===== src/rtl/shift_rot_pipe.sv =====
// Pipelined shift/rotate/funnel unit. Every op is normalised at decode to a right
// funnel shift of a 2*WIDTH base, then resolved one shift-amount bit per stage.
`timescale 1ns/1ps
module shift_rot_pipe #(
  parameter int WIDTH = 8,
  parameter int TAGW  = 4,
  localparam int SW   = $clog2(WIDTH) + 1
) (
  input  logic             clk,
  input  logic             rst_n,
  input  logic             flush,
  input  logic             in_valid,
  output logic             in_ready,
  input  logic [2:0]       in_op,
  input  logic [SW-1:0]    in_amt,
  input  logic [WIDTH-1:0] in_hi,
  input  logic [WIDTH-1:0] in_data,
  input  logic [TAGW-1:0]  in_tag,
  output logic             out_valid,
  input  logic             out_ready,
  output logic [WIDTH-1:0] out_data,
  output logic [TAGW-1:0]  out_tag,
  output logic             out_zero,
  output logic             out_err
);

  localparam int BW = 2 * WIDTH;
  localparam logic [SW-1:0] AMT_W    = SW'(WIDTH);
  localparam logic [SW-1:0] AMT_MASK = SW'(WIDTH - 1);

  typedef enum logic [2:0] {
    OP_LSL    = 3'b000,
    OP_LSR    = 3'b001,
    OP_ASR    = 3'b010,
    OP_ROL    = 3'b011,
    OP_ROR    = 3'b100,
    OP_FUNNEL = 3'b101
  } op_e;

  // Handshake: a transfer happens on an edge where valid && ready are both high.
  // The whole pipe moves together on advance; a stalled output freezes every stage,
  // bubbles included. in_ready is dropped during flush so the flush-cycle op is refused.
  logic advance;
  logic accept;

  assign advance  = !out_valid || out_ready;
  assign in_ready = advance && !flush;
  assign accept   = in_valid && in_ready;

  // Decode
  logic [SW-1:0] amt_sat;
  logic [SW-1:0] amt_mod;
  logic [BW-1:0] dec_base_d;
  logic [SW-1:0] dec_s_d;
  logic          dec_err_d;

  always_comb begin
    amt_sat    = (in_amt >= AMT_W) ? AMT_W : in_amt;
    amt_mod    = in_amt & AMT_MASK;
    dec_base_d = {{WIDTH{1'b0}}, in_data};
    dec_s_d    = '0;
    dec_err_d  = 1'b0;
    case (in_op)
      OP_LSL: begin
        dec_base_d = {in_data, {WIDTH{1'b0}}};
        dec_s_d    = AMT_W - amt_sat;
      end
      OP_LSR: begin
        dec_s_d = amt_sat;
      end
      OP_ASR: begin
        dec_base_d = {{WIDTH{in_data[WIDTH-1]}}, in_data};
        dec_s_d    = amt_sat;
      end
      OP_ROL: begin
        dec_base_d = {in_data, in_data};
        dec_s_d    = (AMT_W - amt_mod) & AMT_MASK;
      end
      OP_ROR: begin
        dec_base_d = {in_data, in_data};
        dec_s_d    = amt_mod;
      end
      OP_FUNNEL: begin
        dec_base_d = {in_hi, in_data};
        dec_s_d    = amt_sat;
      end
      default: begin
        dec_err_d = 1'b1;
      end
    endcase
  end

  // Stage 0 is the decode register; stage k+1 holds the base after shift bit k.
  logic              valid_q [SW];
  logic [BW-1:0]     base_q  [SW];
  logic [SW-1:0]     s_q     [SW];
  logic [TAGW-1:0]   tag_q   [SW];
  logic              err_q   [SW];
  logic [BW-1:0]     shifted [SW];

  always_comb begin
    for (int k = 0; k < SW; k++) begin
      shifted[k] = s_q[k][k] ? (base_q[k] >> (1 << k)) : base_q[k];
    end
  end

  // Final stage: outputs are forced to zero for bubbles so idle ports read 0.
  logic             out_valid_q, out_valid_d;
  logic [WIDTH-1:0] out_data_q,  out_data_d;
  logic [TAGW-1:0]  out_tag_q,   out_tag_d;
  logic             out_zero_q,  out_zero_d;
  logic             out_err_q,   out_err_d;

  always_comb begin
    out_valid_d = valid_q[SW-1];
    out_data_d  = '0;
    out_tag_d   = '0;
    out_err_d   = 1'b0;
    out_zero_d  = 1'b0;
    if (valid_q[SW-1]) begin
      out_data_d = shifted[SW-1][WIDTH-1:0];
      out_tag_d  = tag_q[SW-1];
      out_err_d  = err_q[SW-1];
      out_zero_d = (out_data_d == '0);
    end
  end

  always_ff @(posedge clk or negedge rst_n) begin
    if (!rst_n) begin
      for (int k = 0; k < SW; k++) begin
        valid_q[k] <= 1'b0;
        base_q[k]  <= '0;
        s_q[k]     <= '0;
        tag_q[k]   <= '0;
        err_q[k]   <= 1'b0;
      end
      out_valid_q <= 1'b0;
      out_data_q  <= '0;
      out_tag_q   <= '0;
      out_zero_q  <= 1'b0;
      out_err_q   <= 1'b0;
    end else if (flush) begin
      for (int k = 0; k < SW; k++) begin
        valid_q[k] <= 1'b0;
      end
      out_valid_q <= 1'b0;
      out_data_q  <= '0;
      out_tag_q   <= '0;
      out_zero_q  <= 1'b0;
      out_err_q   <= 1'b0;
    end else if (advance) begin
      valid_q[0] <= accept;
      if (accept) begin
        base_q[0] <= dec_base_d;
        s_q[0]    <= dec_s_d;
        tag_q[0]  <= in_tag;
        err_q[0]  <= dec_err_d;
      end
      for (int k = 1; k < SW; k++) begin
        valid_q[k] <= valid_q[k-1];
        base_q[k]  <= shifted[k-1];
        s_q[k]     <= s_q[k-1];
        tag_q[k]   <= tag_q[k-1];
        err_q[k]   <= err_q[k-1];
      end
      out_valid_q <= out_valid_d;
      out_data_q  <= out_data_d;
      out_tag_q   <= out_tag_d;
      out_zero_q  <= out_zero_d;
      out_err_q   <= out_err_d;
    end
  end

  assign out_valid = out_valid_q;
  assign out_data  = out_data_q;
  assign out_tag   = out_tag_q;
  assign out_zero  = out_zero_q;
  assign out_err   = out_err_q;

endmodule


===== config.mk =====
export PLATFORM = sky130hd
export DESIGN_NAME = shift_rot_pipe
export DESIGN_NICKNAME = d
export VERILOG_FILES = /design/src/rtl/shift_rot_pipe.sv
export SDC_FILE = /design/constraint.sdc
export NUM_CORES = 1
export LEC_CHECK = 0
export BUFFER_PORTS_ARGS = -buffer_cell sky130_fd_sc_hd__clkbuf_2
export CAP_MARGIN = 15
export CORE_UTILIZATION = 53
export DETAILED_ROUTE_END_ITERATION = 10
export GPL_TIMING_DRIVEN = 0
export PLACE_DENSITY = 0.75
export REMOVE_ABC_BUFFERS = 1
export SETUP_SLACK_MARGIN = 0.05
export SYNTH_ARGS = -nofsm -noshare
export SYNTH_HDL_FRONTEND = slang
export SYNTH_SLANG_ARGS = --single-unit
export TNS_END_PERCENT = 30

===== constraint.sdc =====
create_clock -name clk -period 1.35 [get_ports clk]
set_clock_uncertainty 0.05 [all_clocks]
set_input_delay 0.2025 -clock clk [delete_from_list [all_inputs] [get_ports clk]]
set_output_delay 0.2025 -clock clk [all_outputs]
set_load 0.03 [all_outputs]

-- Word level (Yosys, flattened, before mapping)
Index checks and enable logic that the tools add are counted.
- register bits after elaboration: 119
- output and inout port bits: 16
- $add $sub $neg: 2
- magnitude comparators: 1
- eq/ne operators: 5
- multiplexer cells: 24
- bitwise logic cells: 1
- reduce and logical (&&, ||, !) cells: 13
- operator list (operator ; number):
    one-hot mux 16 bit (4 select lines) ; 1
    2-to-1 mux 16 bit ; 3
    2-to-1 mux 8 bit ; 4
    2-to-1 mux 4 bit ; 6
    one-hot mux 4 bit (4 select lines) ; 1
    2-to-1 mux 1 bit ; 9
    logical NOT 8 bit ; 1
    equality test 3 x 2 -> 1 bit, second input constant ; 2
    equality test 3 bit, second input constant ; 2
    OR reduction 6 bit ; 1
    >= comparator 4 bit, second input constant ; 1
    subtractor 4 bit, first input constant ; 1
    equality test 3 x 1 -> 1 bit, second input constant ; 1
    logical NOT 3 bit ; 1
    AND reduction 3 bit ; 1
    OR reduction 3 bit ; 1
    subtractor 1 x 3 -> 3 bit, first input constant ; 1
    logical AND 1 bit ; 2
    logical NOT 1 bit ; 2
    AND reduction 2 bit ; 1
    nonzero test 2 bit ; 1
    OR reduction 2 bit ; 1
    logical OR 1 bit ; 1
    inverter 1 bit ; 1

-- Longest topological paths before layout
Gate-level depths: netlist (run 1).
- depth after elaboration: 6
- depth in mapped cells: 8
- depth with buffers taken out: 7

-- Worst setup path after synthesis (run 1)
OpenSTA, ideal clock, no wires.
- kind: flip-flop to flip-flop
- start: reg out_valid_q, in the netlist out_valid
- end: reg tag_q[0] (netlist name)
- setup time: 0.066 ns
- arrival: 1.645 ns
- required time: 1.234 ns
- slack: -0.410 ns
- cell stages (with the launch flop): 8
- path buffers: 2
- cell sequence: dfrtp_1 > nand2b_1 > nand2b_1 > buf_2 > inv_2 > clkbuf_1 > nand2_1 > nand2_1
- cells in the longest elaborated chain, start to end: 3
- RTL lines (what ; RTL line ; RTL):
    start: declaration ; 108 ; logic out_valid_q, out_valid_d;
    start signal: assignment ; 166 ; out_valid_q <= out_valid_d;
    logical NOT 1 bit ; 46 ; assign advance = !out_valid || out_ready;
    logical OR 1 bit ; 46 ;
    AND reduction 2 bit (no line) ; - ;
    end signal: indexed assignment ; 163 ; tag_q[k] <= tag_q[k-1];
    end: declaration ; 97 ; logic [TAGW-1:0] tag_q [SW];
Every way passes these cells.
A chain may end at the register's enable or synchronous reset.

-- Worst setup path after layout (run 1)
- start: reg out_valid_q, in the netlist out_valid
- end: out in_ready
- cells in the longest elaborated chain, start to end: 3
- RTL lines (what ; RTL line ; RTL):
    logical NOT 1 bit ; 46 ;
    logical OR 1 bit ; 46 ;
    logical AND 1 bit ; 47 ; assign in_ready = advance && !flush;
    end: declaration ; 13 ; output logic in_ready,
Every way passes these cells.

==> impl_metrics.toml, run 1 <==
[run_status]
status = "finished with violations"
violations = "setup timing"

[yosys]
ys.warnings.count = 0
synthDominantCellAreaShare_pct = 54.7
seq_area_frac_synth_pct = 54.7
ys_ff_latch = 113
synthTopCellsByArea = "dfrtp_1, nand2_1, mux2i_1"
netlist_instances = 557
synthDistinctLibCells = 38
syn_area_um2 = 5170
synth_area_per_cell_um2 = 9.29
synth.largest_area_cell = "dfrtp_1"

[sta]
slew_violations = 0
rsz0062_at_grt = "yes"
finalCriticalPeriod_ns = 1.63
relSlewSlack_pct = 41.5
setup_viol = 103
worst_slew_pin_slew_ns = 0.878
max_freq_mhz = 614
hold_viol_final = 0
fin_crit_sh_pct = 121
worst_slack_ns = -0.278

[die]
core_um2 = 9330
die-width_um = 101
ios = 48
fp.dieH_um = 101
initial_utilization_pct = 55.5
row_count = 35
fp.dieArea_um2 = 10200

[setup_path]
r2r_cells = 7
r2r-end = "out_tag[1]"
r2r_slack_ns = -0.19
cp_max_fo = 4
critical_path_class = "flop to output pin"
required_ns = 1.10
r2r_start = "out_valid"
startpoint_type = "flop"
crit_arrival_ns = 1.38
endpoint_kind = "output pin"

[route]
post-route-drc-count = 0
wl_per_cell_um = 18.0
drtIter0Drc = 331
dr.pass1.iters = 5
viasPerCell = 5.65
ant_nets = 0
wirelength_um = 14100
vias = 4427

[power_and_ir_drop]
vdd_drop_max_mv = 0.964
power_leakage_nw = 3.36
p_per_area_nw_per_um2 = 1470
fin_total_pwr_mw = 10.3

[finish]
layout-drive-gt1-share_pct = 23.7
final_nets = 676
final_common_cell = "nand2_1"
design_area_um2 = 7050
syn2layout_area_growth_pct = 36.2
final_util_pct = 75.5
nFillCells = 577
diodes = 0
layout_common_cells = "nand2_1, dfrtp_1, o21ai_1"

[placement]
dpl-instance-area_um2 = 5470
port_buffers = 47
hpwl_um = 6110
place_congestion = 0.774

[clock_tree]
clk_path_buf_depth = 2
cts_made_buffers = 17
tritoncts = "done"
htree_levels = 4
clk_latency_ns = 0.52
cts.sinks = 113
clkSlewWorstSetupHoldPaths_ns = 0.06
cts_root_buffer = "clkbuf_8"

[run]
cap_violations = 0

[hold_path]
whs_path_depth = 5
worstHoldStart = "in_hi[4]"
min_to = "base_q[60]"
hp-class = "input pin to flop"

[global_routing]
grt_usage_pct = 24.2
grt_pass1_vias = 3898
grt_overflow = 0
grt_pass1_wl_um = 18700
grt_max_degree = 114
grt_antenna_before_repair = 0
## routing by layer
metal / GRT usage (%) / wire length [µm] / part of all wire [%] / up-vias
li1: - / - / - / 2060
met1: 31.1 / 5690 / 40 / 2141
met2: 40.4 / 7340 / 52 / 195
met3: 5.89 / 788 / 5.6 / 31
met4: 8.14 / 277 / 2.0 / 0
met5: 0 / 0 / 0 / -
## kinds of logic (layout without fill, tap and decap cells)
family | after synthesis | in the layout | synth area share (%)
simple gates | 238 | 240 | 19.5
flops | 113 | 113 | 54.7
compound gates | 110 | 110 | 12.0
mux | 50 | 50 | 9.70
buf+inv | 44 | 140 | 3.63
fa+ha+maj | 2 | 2 | 0.484
## state kept, by name, summed over array words and instances, names as in the netlist
signal       flops
out_zero         1
out_valid_d      1
valid_q          3
out_err          1
s_q             10
out_tag          4
err_q            4
out_valid        1
tag_q           16
out_data         8
base_q          64
## critical path: stages (launching register included)
cell,delay (ns)
dfrtp_1,0.41
nand2b_4,0.12
nand2b_4,0.11
inv_12,0.08
clkbuf_16,0.14
## area by class of cell
| class | instances | area [µm²] | share of cell area, % |
|---|---|---|---|
| Inverter | 5 | 31.3 | 0.444 |
| Multi-Input combinational cell | 402 | 2310 | 32.8 |
| Clock inverter | 11 | 138 | 1.95 |
| Tap cell | 129 | 161 | 2.29 |
| Timing Repair Buffer | 102 | 1120 | 15.9 |
| Clock buffer | 21 | 439 | 6.23 |
| Sequential cell | 113 | 2830 | 40.2 |
| Timing Repair inverter | 1 | 11.3 | 0.160 |
## how the worst max path moves through the flow
stage                     startpoint           to  slack, ns
final                      out_valid     in_ready      -0.28
after global routing       out_valid     in_ready      -0.31
after CTS                  out_valid     in_ready      -0.25
after detailed placement   out_valid  out_data[2]      -0.57
after global placement     out_ready   out_tag[0]      -3.75
after floorplan            out_valid      out_err      -2.82
## through the flow
step / TNS, ns / setup WS [ns] / instances / hold slack (ns)
6_report: -8.12 / -0.278 / 784 / 0.0574
5_1_grt: -13.39 / -0.312 / 784 / 0.0916
4_1_cts: -9.53 / -0.253 / 757 / 0.0454
3_5_place_dp: -24.70 / -0.569 / 696 / 0.334
3_3_place_gp: -434.95 / -3.75 / 694 / 0.347
2_1_floorplan: -195.69 / -2.82 / 518 / -0.143
## what timing repair did
| action | in CTS | in global routing |
|---|---|---|
| pin swaps | 1 | 17 |
| buffers inserted | 11 | 20 |
| hold buffers | 15 | 0 |
| endpoints found under the hold margin | 128 | 0 |
| resized for setup | 56 | 57 |
| gates cloned | 3 | 10 |
| setup endpoints to repair | 129 | 122 |
## where the power goes
part | internal (mW) | switching [mW] | total (mW)
clock network | 2.84 | 1.54 | 4.38
registers | 3.88 | 0.488 | 4.37
logic | 0.762 | 0.822 | 1.58
## cells in the mapped netlist, drive strengths merged
cell type / instances
or3: 2
o31a: 1
a211o: 2
nor4: 2
o22ai: 1
a22oi: 2
or4b: 1
nand2b: 10
o22a: 2
clkbuf: 23
a2bb2oi: 1
dfrtp: 113
o21ai: 71
nor2b: 1
buf: 16
nor2: 6
nor3: 4
and2: 3
nand2: 189
inv: 5
and3: 1
a21oi: 19
nand3: 10
ha: 2
nor3b: 1
mux2: 1
mux2i: 49
o31ai: 2
nand3b: 7
a22o: 8
or4: 1
o41a: 1
No activity file was read; power rests on OpenSTA's default activity.
==> run 2: changes to the inputs <==
- CELL_PAD_IN_SITES_DETAIL_PLACEMENT: not set -> 2
- CELL_PAD_IN_SITES_GLOBAL_PLACEMENT: not set -> 2
- CORE_UTILIZATION: 53 -> 33
- PLACE_DENSITY: 0.75 -> not set
- PLACE_DENSITY_LB_ADDON: not set -> 0.1
==> impl_metrics.toml, run 2 (synthesized netlist as in run 1, its figures left out) <==
[run_status]
status = "finished with violations"
violations = "setup timing"

[power_and_ir_drop]
p_sw_mw = 2.86
power_leakage_nw = 3.27
p_seq_share_pct = 43.7
combPwrFrac_pct = 15.7
swShare_pct = 28.5
p_per_area_nw_per_um2 = 1470
clkPwrFrac_pct = 40.6
intPower_mw = 7.18
vdd_drop_max_mv = 0.949
fin_total_pwr_mw = 10.0

[finish]
largest_reg_flops = 64
design_area_um2 = 6840
final_util_pct = 44.8
layout_common_cells = "nand2_1, dfrtp_1, o21ai_1"
diodes = 0
final_common_cell = "nand2_1"
top_regs = "base_q (64), tag_q (16), s_q (10)"
regMostFlops = "base_q"
layout-drive-gt1-share_pct = 21.4
final_nets = 662
syn2layout_area_growth_pct = 32.2

[setup_path]
cp_max_fo = 3
r2r_start = "out_valid"
startpoint_type = "flop"
r2r_cells = 7
endpoint_kind = "output pin"
required_ns = 1.10
crit_arrival_ns = 1.25
critPathLaunch = "out_valid"
critical_path_class = "flop to output pin"

[sta]
relSlewSlack_pct = 61.1
slew_violations = 0
rsz0062_at_grt = "yes"
worst_slack_ns = -0.154
hold_viol_final = 0
finalCriticalPeriod_ns = 1.50
fin_crit_sh_pct = 111
max_freq_mhz = 665
whs_ns = 0.00252
worst_slew_pin_slew_ns = 0.581
setup_viol = 77

[die]
fp.dieArea_um2 = 16200
die-width_um = 127
ios = 48
initial_utilization_pct = 33.9
fp.dieH_um = 127
core_um2 = 15300
row_count = 45

[route]
vias = 4233
viasPerCell = 4.97
wirelength_um = 16600
dr.pass1.iters = 4
post-route-drc-count = 0
ant_nets = 0
drtIter0Drc = 148
wl_per_cell_um = 19.5

[global_routing]
grt_antenna_before_repair = 0
grt_max_degree = 114
grt_usage_pct = 18.7
grt_pass1_vias = 4642
grt_overflow = 0
grt_pass1_wl_um = 23700

[placement]
port_buffers = 47
place_congestion = 0.769
dpl-instance-area_um2 = 5600
hpwl_um = 8430

[hold_path]
hp-class = "input pin to flop"
whs_path_depth = 3
worstHoldStart = "in_data[6]"

[clock_tree]
tritoncts = "done"
cts_root_buffer = "clkbuf_16"
cts_made_buffers = 17
clkSlewWorstSetupHoldPaths_ns = 0.05
cts.sinks = 113
clk_latency_ns = 0.41
htree_levels = 4
clk_path_buf_depth = 2

[run]
cap_violations = 0
-- run 2: cell count changes in the layout (fill, tap and decap cells not counted), moves of 5 or more --
cell,delta
nand2_2,-6
clkbuf_2,+11
dlygate4sd3_1,-8
nand2_1,+5
buf_8,-16
-- run 2: worst paths after layout --
check | endpoint | slack [ns]
min reg2reg | tag_q[9] | 0.42
max reg2reg | base_q[24] | -0.11
max | in_ready | -0.15
min in group asynchronous | out_data[0] | 0.39
min | base_q[54] | 0.003
max in group asynchronous | s_q[6] | 0.40
-- run 2: metal layers --
layer	vias to the layer above	track usage (%)	part of all wire, %
li1	2021	-	-
met3	11	3.35	2.0
met2	61	32.5	53
met5	-	0	0
met1	2140	23.8	44
met4	0	5.11	0.87
-- run 2: final cells by class --
type                       count  area [µm²]
tap                          211         264
timing repair inverter         1        8.76
multi-input combinational    400        2250
sequential                   113        2830
timing repair buffer          90         912
clock inverter                 5        27.5
clock buffer                  26         509
fill                        1635        8420
inverter                       5        31.3
-- run 2: power by group through the flow --
stage          logic [mW]  registers [mW]  clock network, mW
6_report             1.57            4.39               4.08
5_1_grt              1.77            4.47               4.28
4_1_cts              1.42            4.36               4.11
3_5_place_dp         1.25            4.43                  0
3_3_place_gp         1.16            4.40                  0
2_1_floorplan       0.834            4.26                  0
-- run 2: what timing repair did --
action	4_1_cts	5_1_grt
endpoints found under the setup margin	114	100
pin swaps	11	3
gates cloned	3	11
hold endpoints to repair	119	0
resized for setup	32	19
buffers inserted	11	9
hold buffers	7	0
-- run 2: worst max-delay path, stage by stage (launching register included) --
cell and delay [ns]:
dfrtp_1 0.40, nand2b_4 0.10, nand2b_4 0.12, inv_12 0.09, clkbuf_16 0.14
-- run 2: through the flow --
| stage | setup TNS (ns) | cells | worst slack (ns) |
|---|---|---|---|
| after floorplan | -195.69 | 518 | -2.82 |
| after global placement | -486.00 | 776 | -4.11 |
| after detailed placement | -31.22 | 779 | -0.727 |
| after CTS | -6.07 | 831 | -0.177 |
| after global routing | -8.55 | 851 | -0.215 |
| final | -4.13 | 851 | -0.154 |
==> run 3: changes to the inputs <==
- ABC_AREA: not set -> 1
- CORE_UTILIZATION: 33 -> 32
==> impl_metrics.toml, run 3 <==
[yosys]
netlist_instances = 610
seq_area_frac_synth_pct = 54.7
syn_area_um2 = 5160
synthTopCellsByArea = "dfrtp_1, nand2_1, o21ai_0"
synth_edf_count = 0
synthDistinctLibCells = 26
synthDominantCellAreaShare_pct = 54.7
synth.largest_area_cell = "dfrtp_1"
ys_ff_latch = 113
ys.flop_type = "dfrtp_1"
post-synth-top-count-cell = "nand2_1"
synthArstFlopShare_pct = 100
synth_common_cells = "nand2_1, dfrtp_1, o21ai_0"
synth_area_per_cell_um2 = 8.47
ys.warnings.count = 0

[finish]
largest_reg_flops = 64
nFillCells = 1669
final_common_cell = "nand2_1"
diodes = 0
final_util_pct = 45.4
layout_common_cells = "nand2_1, dfrtp_1, inv_1"
syn2layout_area_growth_pct = 39.2
fin_cells = 920
final_nets = 727
layout-drive-gt1-share_pct = 30.7
design_area_um2 = 7190
regMostFlops = "base_q"
top_regs = "base_q (64), tag_q (16), s_q (10)"

[die]
die-width_um = 129
ios = 48
core_um2 = 15800
row_count = 46
fp.dieArea_um2 = 16700
fp.dieH_um = 129
initial_utilization_pct = 32.6

[power_and_ir_drop]
p_sw_mw = 3.07
p_per_area_nw_per_um2 = 1410
p_seq_share_pct = 42.9
power_leakage_nw = 3.40
swShare_pct = 30.4
clkPwrFrac_pct = 38.4
intPower_mw = 7.05
vdd_drop_max_mv = 0.964
combPwrFrac_pct = 18.6
fin_total_pwr_mw = 10.1

[setup_path]
critical_path_class = "flop to output pin"
startpoint_type = "flop"
cp_max_fo = 3
endpoint_kind = "output pin"
required_ns = 1.10
crit_arrival_ns = 1.31

[placement]
place_congestion = 0.758
dpl-instance-area_um2 = 5560
pre_cts_ws_ns = -1.60
port_buffers = 47
hpwl_um = 8730
dpl.cell_count = 844

[sta]
worst_slack_ns = -0.210
whs_ns = 0.0167
hold_viol_final = 0
fin_crit_sh_pct = 116
slew_violations = 0
relSlewSlack_pct = 57.8
rsz0062_at_grt = "yes"
max_freq_mhz = 641
fin_setup_tns_ns = -9.72
setup_viol = 104
finalCriticalPeriod_ns = 1.56
worst_slew_pin_slew_ns = 0.633

[global_routing]
grt_usage_pct = 20.8
grt_pass1_wl_um = 25900
grt_antenna_before_repair = 0
grt_max_degree = 114
grt_overflow = 0
grt_pass1_vias = 4914

[route]
wl_per_cell_um = 17.8
dr.pass1.iters = 4
ant_nets = 0
wirelength_um = 16400
vias = 4554
post-route-drc-count = 0
viasPerCell = 4.95
drtIter0Drc = 122

[clock_tree]
clk_latency_ns = 0.42
htree_levels = 4
tritoncts = "done"
clkSlewWorstSetupHoldPaths_ns = 0.05
clk_path_buf_depth = 2
cts.sinks = 113
cts_root_buffer = "clkbuf_16"
cts_made_buffers = 17

[run]
cap_violations = 0

[run_status]
violations = "setup timing"
status = "finished with violations"

[hold_path]
hp-class = "input pin to flop"
[run 3: cell types whose count changed after synthesis, moves of 9 or more]
cell | previous run | this run
a21oi_1 | 19 | 2
a31oi_1 | 0 | 9
buf_4 | 0 | 10
clkbuf_1 | 23 | 8
inv_1 | 4 | 68
mux2i_1 | 49 | 0
nand2b_1 | 10 | 0
nand3_1 | 10 | 39
nor2_1 | 6 | 18
o211ai_1 | 0 | 22
o21ai_0 | 1 | 79
o21ai_1 | 70 | 16
o21ai_2 | 0 | 9
[run 3: what timing repair did]
action,CTS,global route
resized for setup,134,88
gates cloned,14,3
hold endpoints to repair,121,0
setup endpoints to repair,107,114
pin swaps,15,8
setup buffers,13,7
hold buffers,9,0
[run 3: final cells by class]
class / instances / area (µm²) / share of cell area [%]
clock buffer: 23 / 468 / 6.51
clock inverter: 7 / 37.5 / 0.522
inverter: 74 / 319 / 4.44
multi-input combinational: 393 / 2290 / 31.8
sequential: 113 / 2830 / 39.4
tap: 216 / 270 / 3.76
timing repair buffer: 85 / 836 / 11.6
timing repair inverter: 9 / 140 / 1.95
[run 3: cell families after synthesis]
group,count (synthesis),synth area share (%)
simple gates,247,19.3
compound gates,141,15.9
flops,113,54.7
buf+inv,107,9.52
fa+ha+maj,2,0.484
[run 3: worst paths after layout]
check	endpoint	cells after the start	startpoint	slack (ns)
worst min register to register	out_err	2	out_err	0.42
max in group asynchronous	s_q[3]	3	rst_n	0.35
min in group asynchronous	out_tag[0]	3	rst_n	0.33
worst min-delay path	base_q[50]	3	in_data[2]	0.02
worst max-delay path	in_ready	3	out_valid	-0.21
worst max register to register	s_q[12]	7	out_valid	-0.20
[run 3: metal layers]
layer	track usage (%)	wire, µm	vias to the layer above
met5	0	0	-
met1	23.5	6650	2290
li1	-	-	2161
met4	7.89	347	0
met2	38.4	8990	75
met3	4.58	398	28
[run 3: power by group through the flow]
stage	clock [mW]	combinational (mW)	sequential, mW
CTS	3.99	1.73	4.31
finish	3.89	1.89	4.35
floorplan	0	0.889	4.23
detailed placement	0	1.36	4.35
global placement	0	1.27	4.33
global route	4.12	2.12	4.42
[run 3: critical path, stage by stage (launching register included)]
cell and delay (ns):
dfrtp_1 0.41, a21oi_4 0.24, buf_6 0.14, buf_8 0.11
